===== src/rtl/pipe_stall_ctrl.sv =====
`default_nettype none
// ============================================================================
// Module   : pipe_stall_ctrl
// Brief    : Per-stage stall/flush mask generator for memory waits, load-use
//            bubbles and taken-branch flushes. Optional early memory completion
//            is enabled by defining PIPE_STALL_MEM_READY_EN.
// Revision : 1.0 - initial release
// ============================================================================
module pipe_stall_ctrl #(
    parameter int NUM_STAGES = 5,
    parameter int CNT_W      = 4,
    parameter int MEM_STAGE  = 3,
    parameter int BR_STAGE   = 2
) (
    input  logic                  clk,
    input  logic                  rst_n,
    input  logic [CNT_W-1:0]      i_mem_data_access,
    input  logic                  i_branch_met,
    input  logic                  i_load_use,
    input  logic                  i_mem_ready,
    output logic [NUM_STAGES-1:0] o_stall_r,
    output logic [NUM_STAGES-1:0] o_flush_r,
    output logic                  o_busy_r
);

    localparam logic [1:0] c_IDLE     = 2'd0;
    localparam logic [1:0] c_MEM_WAIT = 2'd1;
    localparam logic [1:0] c_BUBBLE   = 2'd2;

    localparam logic [NUM_STAGES-1:0] c_ALL      = {NUM_STAGES{1'b1}};
    localparam logic [NUM_STAGES-1:0] c_UP_MASK  = c_ALL >> (NUM_STAGES - 1 - MEM_STAGE);
    localparam logic [NUM_STAGES-1:0] c_DN_MASK  = ~c_UP_MASK;
    localparam logic [NUM_STAGES-1:0] c_BR_FLUSH = c_ALL >> (NUM_STAGES - BR_STAGE);
    localparam logic [NUM_STAGES-1:0] c_BR_BIT   = {{(NUM_STAGES-1){1'b0}}, 1'b1} << BR_STAGE;

    logic [1:0]            r_state;
    logic [CNT_W-1:0]      r_cnt;
    logic [1:0]            w_state_nxt;
    logic [CNT_W-1:0]      w_cnt_nxt;
    logic                  w_first_nxt;
    logic                  w_mem_done;
    logic [NUM_STAGES-1:0] w_stall_nxt;
    logic [NUM_STAGES-1:0] w_flush_nxt;
    logic                  w_busy_nxt;

`ifdef PIPE_STALL_MEM_READY_EN
    assign w_mem_done = i_mem_ready;
`else
    logic w_unused_mem_ready;
    assign w_unused_mem_ready = i_mem_ready;
    assign w_mem_done         = 1'b0;
`endif

    // State, counter and registered outputs
    always_ff @(posedge clk or negedge rst_n) begin
        if (!rst_n) begin
            r_state   <= c_IDLE;
            r_cnt     <= '0;
            o_stall_r <= '0;
            o_flush_r <= '0;
            o_busy_r  <= 1'b0;
        end else begin
            r_state   <= w_state_nxt;
            r_cnt     <= w_cnt_nxt;
            o_stall_r <= w_stall_nxt;
            o_flush_r <= w_flush_nxt;
            o_busy_r  <= w_busy_nxt;
        end
    end

    // Next state; w_first_nxt marks that the upcoming cycle is the first wait cycle
    always_comb begin
        w_state_nxt = r_state;
        w_cnt_nxt   = r_cnt;
        w_first_nxt = 1'b0;
        case (r_state)
            c_IDLE: begin
                if (i_branch_met) begin
                    w_state_nxt = c_IDLE;
                end else if (i_mem_data_access != '0) begin
                    w_state_nxt = c_MEM_WAIT;
                    w_cnt_nxt   = i_mem_data_access;
                    w_first_nxt = 1'b1;
                end else if (i_load_use) begin
                    w_state_nxt = c_BUBBLE;
                end
            end
            c_MEM_WAIT: begin
                w_cnt_nxt = r_cnt - CNT_W'(1);
                if (r_cnt == CNT_W'(1) || w_mem_done) begin
                    w_state_nxt = c_IDLE;
                end
            end
            c_BUBBLE: begin
                w_state_nxt = c_IDLE;
            end
            default: begin
                w_state_nxt = c_IDLE;
                w_cnt_nxt   = '0;
            end
        endcase
    end

    // Outputs for the coming cycle, registered at the same edge as the state
    always_comb begin
        w_stall_nxt = '0;
        w_flush_nxt = '0;
        w_busy_nxt  = 1'b0;
        if (r_state == c_IDLE && i_branch_met) begin
            w_flush_nxt = c_BR_FLUSH;
        end
        case (w_state_nxt)
            c_MEM_WAIT: begin
                w_busy_nxt  = 1'b1;
                // Downstream keeps moving in the first cycle to drain the instruction ahead
                w_stall_nxt = w_first_nxt ? c_UP_MASK : (c_UP_MASK | c_DN_MASK);
            end
            c_BUBBLE: begin
                w_stall_nxt = c_BR_FLUSH;
                w_flush_nxt = c_BR_BIT;
            end
            default: ;
        endcase
    end

endmodule
`default_nettype wire


===== config.mk =====
export PLATFORM = sky130hd
export DESIGN_NAME = pipe_stall_ctrl
export DESIGN_NICKNAME = d
export VERILOG_FILES = /design/src/rtl/pipe_stall_ctrl.sv
export SDC_FILE = /design/constraint.sdc
export NUM_CORES = 1
export LEC_CHECK = 0
export CAP_MARGIN = 20
export CORE_MARGIN = 8
export CORE_UTILIZATION = 40
export DETAILED_ROUTE_END_ITERATION = 16
export HOLD_SLACK_MARGIN = 0.1
export PLACE_DENSITY = 0.72
export SLEW_MARGIN = 10
export SYNTH_ARGS = -nofsm -noshare
export SYNTH_HDL_FRONTEND = slang
export SYNTH_SLANG_ARGS = --single-unit

===== constraint.sdc =====
create_clock -name clk -period 2.7 [get_ports clk]
set_input_delay 0.405 -clock clk [delete_from_list [all_inputs] [get_ports clk]]
set_output_delay 0.405 -clock clk [all_outputs]
set_load 0.03 [all_outputs]

---- Word level (Yosys, flattened, before mapping) ----
Cells that the tools add are included.
storage, ports and cells
  word-level logic and storage cells ...... 34
  output and inout port bits .............. 11
  bits in registers ....................... 17
cells by class
  bitwise logic cells ..................... 1
  add/subtract/negate cells ............... 1
  reduce and logical (&&, ||, !) cells .... 4
  mux-type cells .......................... 16
  equality and inequality tests ........... 7
operator list
  operator                                                               number
  4-bit one-hot mux with 3 select lines                                  1
  2-bit 2-to-1 mux                                                       5
  5-bit one-hot mux with 2 select lines                                  1
  4-bit 2-to-1 mux                                                       2
  5-bit 2-to-1 mux                                                       1
  2-bit by 1-bit equality test with 1-bit output, second input constant  2
  2-bit equality test, second input constant                             2
  4-bit by 1-bit equality test with 1-bit output, second input constant  1
  1-bit 2-to-1 mux                                                       4
  2-bit inequality test, second input constant                           2
  2-bit one-hot mux with 2 select lines                                  1
  4-bit nonzero test                                                     1
  4-bit by 1-bit subtractor with 4-bit output, second input constant     1
  3-bit 2-to-1 mux                                                       1
  3-bit AND reduction                                                    1
  2-bit logical NOT                                                      1
  1-bit logical AND                                                      1
  1-bit inverter                                                         1

---- Longest topological paths before layout ----
  depth in word-level cells ............... 6
  depth in mapped cells ................... 6

---- Least setup slack after synthesis ----
Ideal clock, no wire load.
  path kind ............................... input -> register
  start ................................... input i_mem_data_access[1]
  end ..................................... register o_stall_r[4]
  setup slack ............................. 1142 ps
  buffers on the path ..................... 0
  data arrival time ....................... 1470 ps
  data required time ...................... 2612 ps
  stages on the path ...................... 5
  path through ............................ nor4_2 > nor2_1 > o21ai_0 > ha_1 > nor3b_1
on the way
  longest elaborated chain between the ends .. 6
  elaborated cells between the ends (all ways) .. 11
  classes of those cells .................. eq/ne (2); mux (8); reduce/logical (1)
ends and longest elaborated chain
  item                                                                       line  source
  start: declaration                                                         17    input logic [CNT_W-1:0] i_mem_data_access,
  4-bit nonzero test (*)                                                     80    end else if (i_mem_data_access != '0) begin
  2-bit 2-to-1 mux or 1-bit 2-to-1 mux (tied branches)                       80
  2-bit 2-to-1 mux or 1-bit 2-to-1 mux (tied branches)                       78    if (i_branch_met) begin
  2-bit one-hot mux with 2 select lines or 1-bit 2-to-1 mux (tied branches)  76    case (r_state)
  2-bit equality test (tied with other cells)                                112   case (w_state_nxt)
  5-bit one-hot mux with 2 select lines (*)                                  112
  net w_stall_nxt[4]                                                         42    logic [NUM_STAGES-1:0] w_stall_nxt;
  end signal: assignment                                                     65    o_stall_r <= w_stall_nxt;
  end: declaration                                                           21    output logic [NUM_STAGES-1:0] o_stall_r,
The timed path passes the listed nets; every way through them passes the cells marked *.
A chain may end at the register's enable or synchronous reset.

---- Worst setup path after layout ----
  start ................................... input i_mem_data_access[0]
  end ..................................... register o_stall_r[4]
The elaborated chain is that of the path after synthesis.

==> results.md <==
* Slew @ Worst Pin at 0.509 ns
* Insertion delay to the later sink of the worst-skew pair at ~0.26 ns
* Setup-failing EPs final at 0
* Unrepaired setup endpoints after global routing: false
* Synth Register Bits at 11
* Die span in x at 54.5 um
* Kind of critical path: primary input to flip-flop
* Initial Util at 0.408
* GRT overflow at 0
* CP endpoint kind: flip-flop
* CTS clk-pin slew, worst paths at ~0.07 ns
* Yosys top cell area share at 0.464
* Synth Cell Area at around 590 um2
* Iter 0 DRT Violations at 3
* Met2 usage at 0.122
* Crit Path Max Fanout at 5
* WL per Instance at between 10 and 15 um
* Normalized max-slew margin at 0.658
* Row count at 14
* Fill count at around 140
* Crit path launch type: primary input
* CTS Buffer Depth at 2
* Fmax achieved at roughly 520 MHz
* Pin count of the biggest net entering global routing at 12
* Total power at about 750 uW
* Min Hold Slack at between 0.4 and 0.5 ns
* GR Util met1 at 0.113
* First-pass GRT wire length at approximately 1.9 mm
* Arrival @ worst endpoint at 2.11 ns
* Fin area at 749 um2
* Die Y-Extent at 54.5 um
* Share of layout cells above drive strength 1 at 0.0882
* Post-CTS Setup Inserts at 0
* Routing usage on met3 at 0.0299
* Fin. Hold Viols at 0
* Vias per cell at between 5 and 6
* Util after Layout at 0.515
* Synthesis warning total at 0
* GRT Util Overall at 0.0921
* Hold Path Class: primary input to async pin
* GPL Wtd Cong at about 0.78
* # hold bufs at CTS at 0
* Via count at approximately 450
* Die area at slightly below 3000 um2
* Reg area at roughly 280 um2
* Final Max Slew Viols at 0
* Sequential area share after synthesis at 0.464
* Post-DRT Antenna Nets at 0
* Port-buffer cells at 16
* Initial antenna violation count at 0
* ANT cells at 0
* Hpwl dp at 921 um
* Htree depth at 1
* Most Used Layer, Global Route: met2
* TNS Setup at 0 ns
* Mapped Cells at between 50 and 60
* Placed Area at 723 um2
* Synth Flop Type: dfrtp_1
* Peak VDD IR at between 300 and 400 uV
* Nets at between 80 and 90
* CTS resizes at 0
* Drt first pass iters at 4
* CTS buffer count at 3
* Clock root buffer: clkbuf_4
* Pleak at roughly 0.33 nW
* Synth area leaders: dfrtp_1 (46%), ha_1 (8.4%), buf_4 (7.6%)
* Required @ worst endpoint at 2.88 ns
* Core area at 1450 um2
* Post-Route WL at ~1.2 mm
* Mean Syn Cell Area at 10.8 um2
* Clock tree sinks at 11
* Area delta synth->final at 26.4%
* Residual DRC at 0
* IO Pins at 20
* TritonCTS clock tree: done
* Dominant cell type by area after synthesis: dfrtp_1
* Post-synth EDFFs at 0
* Pwr/cell area at between 1000 and 1500 nW/um2
* FFs w/ async S/R, synth at 1.00
* Max-Cap Viols at 0
* Clk_skew at 0.00220 ns
* Area of the multi-input gates at between 200 and 250 um2
* Yosys cell types at 29
* Status: finished clean
* Tcrit/Tclk final at 0.717
* Final min period at about 1.9 ns
* Vias in the first global route at roughly 410
## layout make-up
type                       instances  share of cell area
timing repair buffer              16               0.214
multi-input combinational         32               0.332
tap                               16              0.0267
inverter                           5              0.0250
sequential                        11               0.367
clock buffer                       4              0.0351
## path summary, 6_finish.rpt
| kind | startpoint | to | slack [ns] | cells past startpoint |
|---|---|---|---|---|
| hold reg to reg | r_cnt[1] | r_cnt[1] | 0.56 | 1 |
| setup / recovery | i_mem_data_access[0] | o_stall_r[4] | 0.76 | 6 |
| max in group asynchronous | rst_n | o_busy_r | 1.91 | 1 |
| hold / removal | rst_n | r_cnt[2] | 0.47 | 1 |
| min in group clk | r_cnt[1] | r_cnt[1] | 0.56 | 1 |
| setup reg to reg | r_state[1] | o_stall_r[4] | 1.00 | 5 |
## stage by stage
stage          worst slack [ns]  cells
6_report                  0.764     84
5_1_grt                   0.622     84
4_1_cts                   0.756     84
3_5_place_dp              0.489     80
3_3_place_gp              0.470     80
2_1_floorplan              1.14     56
## state kept, by name (all words and copies together) (netlist names)
| register | cells |
|---|---|
| r_state | 2 |
| o_stall_r | 2 |
| o_busy_r | 1 |
| o_flush_r | 2 |
| r_cnt | 4 |
## critical path, cell delays in order
cell and delay, ns:
clkdlybuf4s50_1 0.46, nor4_2 0.51, nor2_1 0.10, o21ai_0 0.18
ha_1 0.27, nor3b_1 0.19
## synthesized netlist by cell type (2+ instances only)
master,n
a22oi_1,2
buf_4,6
dfrtp_1,11
ha_1,4
inv_1,5
nor2_1,3
o2bb2ai_1,2
## logic make-up after synthesis
group,after synthesis,share of synthesized area
AO/OA/AOI/OAI,13,0.177
XOR/XNOR,1,0.0148
adder cells (fa/ha/maj),4,0.0844
buffers and inverters,13,0.122
flip-flops,11,0.464
other,1,0.00632
AND/OR/NAND/NOR,12,0.131
## layout by cell type (no fill, tap or decap)
master,netlist,layout
clkbuf_1,1,1
nand2_1,1,1
nor4_1,1,1
nand3_1,1,1
inv_1,5,5
xor2_1,1,1
a2bb2oi_1,1,1
conb_1,1,2
a22oi_1,2,2
dfrtp_1,11,11
o21ai_0,1,1
o2bb2ai_1,2,2
clkbuf_4,0,3
ha_1,4,4
o31a_1,1,1
a221o_1,1,1
o21a_1,1,1
nor4_2,1,1
nor3b_1,1,1
nor2b_1,1,1
clkdlybuf4s50_1,0,16
nor4b_1,1,1
nor3_1,1,1
a211oi_2,1,1
o22ai_1,1,1
o31ai_1,1,1
nor2_1,3,3
a31oi_1,1,1
or4_4,1,1
## power by group
part | internal (mW) | switching [mW] | leakage (nW)
clock | 0.0570 | 0.0518 | 0.0150
combinational | 0.176 | 0.187 | 0.186
sequential | 0.222 | 0.0609 | 0.130
total | 0.455 | 0.299 | 0.330
## per-layer routing
layer,share of wire,vias up
met4,0.023,0
met3,0.065,2
met1,0.43,217
met2,0.49,17
met5,0,-
li1,-,216
No activity file was read; power rests on OpenSTA's default activity.
